### src/rtl/mandel_pkg.sv
`default_nettype none
// ============================================================================
// Module      : mandel_pkg
// Description : Shared constants for the Mandelbrot result path: screen
//               geometry, result bus field layout and collector FSM encoding.
// Revision    : 1.0 - initial release
// ============================================================================
package mandel_pkg;

    localparam int NUM_ENGINES = 16;
    localparam int H_RES       = 640;
    localparam int V_RES       = 480;
    localparam int FB_ADDR_W   = 19;

    // Result bus layout: {x[9:0], y[8:0], itr[7:0]}
    localparam int RESULT_W = 27;
    localparam int X_MSB    = 26;
    localparam int X_LSB    = 17;
    localparam int Y_MSB    = 16;
    localparam int Y_LSB    = 8;
    localparam int ITR_MSB  = 7;

    localparam logic [1:0] ST_IDLE  = 2'd0;
    localparam logic [1:0] ST_ACK   = 2'd1;
    localparam logic [1:0] ST_WRITE = 2'd2;
    localparam logic [1:0] ST_HOLD  = 2'd3;

endpackage
`default_nettype wire

### src/rtl/result_collector_if.sv
`default_nettype none
// ============================================================================
// Module      : result_collector_if
// Description : Engine service handshake, frame buffer write port and frame
//               status signals of the result collector.
// Revision    : 1.0 - initial release
// ============================================================================
interface result_collector_if #(
    parameter int NUM_ENGINES = mandel_pkg::NUM_ENGINES,
    parameter int FB_ADDR_W   = mandel_pkg::FB_ADDR_W
);

    logic [NUM_ENGINES-1:0]          service_req;
    logic [mandel_pkg::RESULT_W-1:0] result_bus;
    logic [NUM_ENGINES-1:0]          req_ack;
    logic                            fb_wr_en;
    logic                            fb_wr_ready;
    logic [FB_ADDR_W-1:0]            fb_addr;
    logic [7:0]                      fb_data;
    logic                            frame_start;
    logic [FB_ADDR_W-1:0]            pixel_count;
    logic                            frame_done;
    logic                            coord_err;

    modport master (
        input  service_req, result_bus, fb_wr_ready, frame_start,
        output req_ack, fb_wr_en, fb_addr, fb_data, pixel_count, frame_done, coord_err
    );

    modport slave (
        output service_req, result_bus, fb_wr_ready, frame_start,
        input  req_ack, fb_wr_en, fb_addr, fb_data, pixel_count, frame_done, coord_err
    );

endinterface
`default_nettype wire

### src/rtl/rr_arbiter.sv
`default_nettype none
// ============================================================================
// Module      : rr_arbiter
// Description : Combinational round-robin picker: first set request at or
//               after the pointer, wrapping at NUM_REQ.
// Revision    : 1.0 - initial release
// ============================================================================
module rr_arbiter #(
    parameter int NUM_REQ = 16,
    parameter int PTR_W   = 4
) (
    input  logic [NUM_REQ-1:0] req,
    input  logic [PTR_W-1:0]   ptr,
    input  logic               enable,
    output logic [NUM_REQ-1:0] grant,
    output logic [PTR_W-1:0]   grant_idx,
    output logic               grant_vld
);

    // One spare bit so ptr + offset cannot overflow before the wrap
    localparam int IDX_W = PTR_W + 1;

    logic [IDX_W-1:0] w_idx;

    always_comb begin
        grant     = '0;
        grant_idx = '0;
        grant_vld = 1'b0;
        w_idx     = '0;
        for (int i = 0; i < NUM_REQ; i++) begin
            w_idx = IDX_W'(ptr) + IDX_W'(i);
            if (w_idx >= IDX_W'(NUM_REQ)) begin
                w_idx = w_idx - IDX_W'(NUM_REQ);
            end
            if (enable && !grant_vld && req[w_idx[PTR_W-1:0]]) begin
                grant[w_idx[PTR_W-1:0]] = 1'b1;
                grant_idx               = w_idx[PTR_W-1:0];
                grant_vld               = 1'b1;
            end
        end
    end

endmodule
`default_nettype wire

### src/rtl/result_collector.sv
`default_nettype none
// ============================================================================
// Module      : result_collector
// Description : Round-robin services Mandelbrot engines, captures each result
//               and writes it to the frame buffer; counts pixels per frame.
//               Optional macro MAXITR_BLACK_EN maps itr 8'hFF to black.
// Revision    : 1.0 - initial release
// ============================================================================
module result_collector #(
    parameter int NUM_ENGINES = mandel_pkg::NUM_ENGINES,
    parameter int H_RES       = mandel_pkg::H_RES,
    parameter int V_RES       = mandel_pkg::V_RES,
    parameter int FB_ADDR_W   = mandel_pkg::FB_ADDR_W
) (
    input  logic                Engine_CLK,
    input  logic                eRST,
    result_collector_if.master  bus
);

    import mandel_pkg::*;

    localparam int                   PTR_W        = (NUM_ENGINES > 1) ? $clog2(NUM_ENGINES) : 1;
    localparam logic [PTR_W-1:0]     LAST_ENGINE  = PTR_W'(NUM_ENGINES - 1);
    localparam logic [FB_ADDR_W-1:0] FRAME_PIXELS = FB_ADDR_W'(H_RES * V_RES);

    logic [1:0]             r_state;
    logic [PTR_W-1:0]       r_ptr;
    logic [NUM_ENGINES-1:0] w_grant;
    logic [PTR_W-1:0]       w_grant_idx;
    logic                   w_grant_vld;
    logic [9:0]             w_x;
    logic [8:0]             w_y;
    logic [7:0]             w_itr;
    logic                   w_in_range;
    logic [FB_ADDR_W-1:0]   w_addr;
    logic [7:0]             w_pix;
    logic                   w_accept;

    rr_arbiter #(
        .NUM_REQ   (NUM_ENGINES),
        .PTR_W     (PTR_W)
    ) u_arb (
        .req       (bus.service_req),
        .ptr       (r_ptr),
        .enable    (r_state == ST_IDLE),
        .grant     (w_grant),
        .grant_idx (w_grant_idx),
        .grant_vld (w_grant_vld)
    );

    assign w_x        = bus.result_bus[X_MSB:X_LSB];
    assign w_y        = bus.result_bus[Y_MSB:Y_LSB];
    assign w_itr      = bus.result_bus[ITR_MSB:0];
    assign w_in_range = (32'(w_x) < 32'(H_RES)) && (32'(w_y) < 32'(V_RES));
    assign w_addr     = FB_ADDR_W'(32'(w_y) * 32'(H_RES) + 32'(w_x));
    assign w_accept   = bus.fb_wr_en && bus.fb_wr_ready;

`ifdef MAXITR_BLACK_EN
    assign w_pix = (w_itr == 8'hFF) ? 8'h00 : w_itr;
`else
    assign w_pix = w_itr;
`endif

    always_ff @(posedge Engine_CLK) begin
        if (eRST) begin
            r_state         <= ST_IDLE;
            r_ptr           <= '0;
            bus.req_ack     <= '0;
            bus.fb_wr_en    <= 1'b0;
            bus.fb_addr     <= '0;
            bus.fb_data     <= '0;
            bus.pixel_count <= '0;
            bus.frame_done  <= 1'b0;
            bus.coord_err   <= 1'b0;
        end else begin
            bus.frame_done <= 1'b0;
            // A frame_start clear takes precedence over a coincident write
            if (bus.frame_start) begin
                bus.pixel_count <= '0;
            end else if (w_accept && (bus.pixel_count != FRAME_PIXELS)) begin
                bus.pixel_count <= bus.pixel_count + 1'b1;
                if (bus.pixel_count + 1'b1 == FRAME_PIXELS) begin
                    bus.frame_done <= 1'b1;
                end
            end

            case (r_state)
                ST_IDLE: begin
                    if (w_grant_vld) begin
                        bus.req_ack <= w_grant;
                        r_ptr       <= (w_grant_idx == LAST_ENGINE) ? '0 : w_grant_idx + 1'b1;
                        r_state     <= ST_ACK;
                    end
                end
                ST_ACK: begin
                    bus.req_ack <= '0;
                    if (w_in_range) begin
                        bus.fb_wr_en <= 1'b1;
                        bus.fb_addr  <= w_addr;
                        bus.fb_data  <= w_pix;
                        r_state      <= ST_WRITE;
                    end else begin
                        bus.coord_err <= 1'b1;
                        r_state       <= ST_HOLD;
                    end
                end
                ST_WRITE: begin
                    if (bus.fb_wr_ready) begin
                        bus.fb_wr_en <= 1'b0;
                        r_state      <= ST_HOLD;
                    end
                end
                // Lets the served engine drop service_req before re-arbitration
                ST_HOLD: begin
                    r_state <= ST_IDLE;
                end
                default: begin
                    r_state <= ST_IDLE;
                end
            endcase
        end
    end

endmodule
`default_nettype wire

### src/flat_wrapper.sv
// flat-port wrapper written by rule: the top's interface ports become plain ports
module result_collector_flat import mandel_pkg::*;
#(
    parameter int NUM_ENGINES = mandel_pkg::NUM_ENGINES,
    parameter int H_RES       = mandel_pkg::H_RES,
    parameter int V_RES       = mandel_pkg::V_RES,
    parameter int FB_ADDR_W   = mandel_pkg::FB_ADDR_W
)
  (Engine_CLK, eRST, bus_service_req, bus_result_bus, bus_fb_wr_ready, bus_frame_start, bus_req_ack, bus_fb_wr_en, bus_fb_addr, bus_fb_data, bus_pixel_count, bus_frame_done, bus_coord_err);
  result_collector_if #(.NUM_ENGINES(NUM_ENGINES), .FB_ADDR_W(FB_ADDR_W)) bus_i ();
  input  logic Engine_CLK;
  input  logic eRST;
  input wire logic [$bits(bus_i.service_req)-1:0] bus_service_req;
  input wire logic [$bits(bus_i.result_bus)-1:0] bus_result_bus;
  input wire logic [$bits(bus_i.fb_wr_ready)-1:0] bus_fb_wr_ready;
  input wire logic [$bits(bus_i.frame_start)-1:0] bus_frame_start;
  output wire logic [$bits(bus_i.req_ack)-1:0] bus_req_ack;
  output wire logic [$bits(bus_i.fb_wr_en)-1:0] bus_fb_wr_en;
  output wire logic [$bits(bus_i.fb_addr)-1:0] bus_fb_addr;
  output wire logic [$bits(bus_i.fb_data)-1:0] bus_fb_data;
  output wire logic [$bits(bus_i.pixel_count)-1:0] bus_pixel_count;
  output wire logic [$bits(bus_i.frame_done)-1:0] bus_frame_done;
  output wire logic [$bits(bus_i.coord_err)-1:0] bus_coord_err;
  assign bus_i.service_req = bus_service_req;
  assign bus_i.result_bus = bus_result_bus;
  assign bus_i.fb_wr_ready = bus_fb_wr_ready;
  assign bus_i.frame_start = bus_frame_start;
  assign bus_req_ack = bus_i.req_ack;
  assign bus_fb_wr_en = bus_i.fb_wr_en;
  assign bus_fb_addr = bus_i.fb_addr;
  assign bus_fb_data = bus_i.fb_data;
  assign bus_pixel_count = bus_i.pixel_count;
  assign bus_frame_done = bus_i.frame_done;
  assign bus_coord_err = bus_i.coord_err;
  result_collector #(.NUM_ENGINES(NUM_ENGINES), .H_RES(H_RES), .V_RES(V_RES), .FB_ADDR_W(FB_ADDR_W)) u_core (.Engine_CLK(Engine_CLK), .eRST(eRST), .bus(bus_i));
endmodule
### config.mk
export PLATFORM = sky130hd
export DESIGN_NAME = result_collector_flat
export DESIGN_NICKNAME = d
export VERILOG_FILES = /design/src/rtl/mandel_pkg.sv /design/src/rtl/result_collector_if.sv /design/src/rtl/rr_arbiter.sv /design/src/rtl/result_collector.sv /design/src/flat_wrapper.sv
export SDC_FILE = /design/constraint.sdc
export NUM_CORES = 1
export LEC_CHECK = 0
export CAP_MARGIN = 0
export CORE_MARGIN = 8
export CORE_UTILIZATION = 50
export CTS_CLUSTER_SIZE = 28
export DETAILED_ROUTE_END_ITERATION = 10
export GPL_ROUTABILITY_DRIVEN = 0
export PLACE_DENSITY = 0.88
export SETUP_SLACK_MARGIN = 0.3
export SLEW_MARGIN = 20
export SYNTH_ARGS = -nofsm -noshare
export SYNTH_HDL_FRONTEND = slang
export SYNTH_SLANG_ARGS = --single-unit
export TNS_END_PERCENT = 30
### constraint.sdc
create_clock -name Engine_CLK -period 4.8 [get_ports Engine_CLK]
set_clock_uncertainty 0.15 [all_clocks]
set_input_delay 0.96 -clock Engine_CLK [delete_from_list [all_inputs] [get_ports Engine_CLK]]
set_output_delay 0.96 -clock Engine_CLK [all_outputs]
set_load 0.01 [all_outputs]
==> metrics.txt <==
critical path, cell by cell clkdlybuf4s50_1 > mux4_2 > mux2i_2 > mux2i_1 > or3_4 > or4_1 > o22ai_1 > a211oi_1 > a21oi_1 > nor2_2 > a221oi_1 > a311oi_1; ANT cells 0; Data arrival, critical path 4530 ps; largest net degree at the start of global routing 41; Area Growth Syn to Fin 27.7%; Synth Flop Type dfxtp_1; crit path max fanout 6; syn nets 1,003; number of cells on the worst reg-to-reg path 15; setup_tns 0 ps; Routed Wire Length roughly 24 mm; nets between 1,000 and 1,500; leakage 3.45 nW; Syn Area/Cell 7.89 sq um; CTS tree built; Power per Cell Area ~670 nW/um^2; achievable frequency 0.223 GHz; Seq/Total Area, Yosys 19.6%; Crit path required time 4850 ps; vias per cell 6.64; # H-tree levels 3; CTS Buf Count 9; period utilization 93.3%; most common cell in the netlist nand2_1; initial antenna violation count 0; clock sinks 71; clock slew at reported path FFs ~60 ps; total core area about 14,000 sq um; die height 136 um; DIE AREA ~19,000 sq um; post-detail-place hpwl 17.9 mm; non-filler cells, final ~1,200; VDD IR-drop max 373 uV; post-route cell area 9250 sq um; Synth cell types 81; top cells by area, synth dfxtp_1, mux4_2, ha_1, nand2_1, a21oi_1; max-cap violation count 0; Horiz. Die Dim 136 um; YS warnings 0; maximum clock path buffer count 2; DR iter-0 viols 1,116; first-pass GRT wire length around 38 mm; # IOs 112; status finished clean; most frequent cells after synthesis nand2_1, dfxtp_1, nor2_1; Critical Path Max Stage Delay 600 ps; slowest stage cell, crit path mux4_2; Placed Area 8760 sq um; Syn Inst Count 918; ys async rst share 0%; final slew viol count 0; I/O Buffers around 110; area share of the largest cell type after synthesis 19.6%; Yosys reg bits 71; Worst Hold Class reg -> reg; effective utilization at floorplan between 50% and 60%; CTS Hold Bufs 0; post-route ant nets 0; TritonRoute pass-1 iters 8; Clk Latency, worst-skew pair 330 ps; area leader, netlist dfxtp_1; Global Route Usage Sum 25.0%; share of layout cells above drive strength 1 16.0%; routed vias 8,252; Period minus WS final 4480 ps; worst-margin pin slew 934 ps; Core Rows 44; Max-slew headroom around 38%; drc violations 0; Post-synth EDFFs 0; Mapped Area 7250 sq um; Hold Crit Depth 2; grt total ovfl 0; Startpoint Class input port; Fin. Hold Viols 0; Worst Setup Path Type in -> reg; kind of end point of the critical path flip-flop; setup repair after global routing missed its margin true; vias in the first global route approximately 7,700; Root Buffer clkbuf_16; Setup-failing EPs final 0; WL per Instance slightly below 20 um; Cells after DPL roughly 1,200
==> placed cells by master (no fill, tap or decap), types with 19 or more instances in the layout <==
cell / instances
inv_1: 36
nand2_1: 117
clkdlybuf4s50_1: 108
buf_4: 67
a21oi_1: 58
nand3_1: 50
mux4_2: 34
nor3_1: 26
ha_1: 34
dfxtp_1: 71
nand4_1: 19
xnor2_1: 28
nor2_1: 66
o21ai_0: 36
==> flip-flops by register name (all words and copies together), names as in the netlist <==
register	cells
u_core.bus.fb_data	8
u_core.bus.req_ack	16
u_core.bus.frame_done	1
u_core.bus.pixel_count	19
u_core.r_state	2
u_core.bus.coord_err	1
u_core.r_ptr	4
u_core.bus.fb_addr	19
u_core.bus.fb_wr_en	1
==> logic make-up (layout without fill, tap and decap cells) <==
logic type / count (synthesis) / after routing / share of synthesized area [%]
xor gates and xnor gates: 51 / 51 / 6.16
DFF: 71 / 71 / 19.6
muxes: 57 / 57 / 13.9
adders and majority gates: 38 / 38 / 6.77
buffers and inverters: 93 / 232 / 5.37
and+or+nand+nor: 366 / 367 / 24.9
AOI/OAI and AO/OA: 242 / 242 / 23.2
==> stage by stage <==
step / setup WS, ps / total power, mW / util, % / hold WS (ps)
floorplan: 305 / 3.82 / - / 320
global placement: 117 / 5.05 / 61.0 / 287
detailed placement: -32.9 / 5.12 / 61.0 / 290
CTS: 346 / 5.79 / 63.1 / 298
global route: 240 / 6.49 / 64.4 / 319
finish: 322 / 6.19 / 64.4 / 292
==> final timing paths <==
path	from	endpoint	slack (ps)
setup / recovery	bus_service_req[14]	u_core.r_ptr[3]	320
hold / removal	u_core.bus.req_ack[14]	u_core.bus.req_ack[14]	290
setup reg to reg	u_core.r_ptr[1]	u_core.bus.req_ack[15]	480
hold reg to reg	u_core.bus.req_ack[14]	u_core.bus.req_ack[14]	290
==> area by class of cell <==
class | count | area, sq um
Tap cell | 184 | 230
Inverter | 38 | 143
Multi-Input combinational cell | 755 | 5550
Sequential cell | 71 | 1420
Clock buffer | 10 | 239
Fill cell | 1194 | 5120
Timing Repair Buffer | 178 | 1620
Clock inverter | 6 | 42.5
==> report_power, final <==
part	total (mW)	leakage (nW)	switching (mW)	internal [mW]
registers	0.767	0.577	0.0574	0.710
logic	4.80	2.74	2.88	1.92
clock network	0.624	0.135	0.259	0.365
total	6.19	3.45	3.20	3.00
==> routing by layer <==
metal / global-route usage [%] / routed length, um / vias to the layer above
li1: - / - / 3728
met1: 32.0 / 9230 / 3714
met2: 38.4 / 10900 / 640
met3: 5.69 / 2910 / 170
met4: 13.4 / 1290 / 0
met5: 0 / 0 / -
==> worst max-delay path: cells and delay by family <==
family,cells,cell delay (ps)
compound gates,5,940
buf+inv,1,490
mux,3,1010
simple gates,3,1110
==> what timing repair did <==
| item | 4_1_cts | 5_1_grt |
|---|---|---|
| setup buffers | 3 | 11 |
| gates resized for setup | 0 | 23 |
| pin swaps | 1 | 6 |
| cloned | 0 | 1 |
| setup endpoints to repair | 1 | 19 |
(Power assumes the default switching activity.)
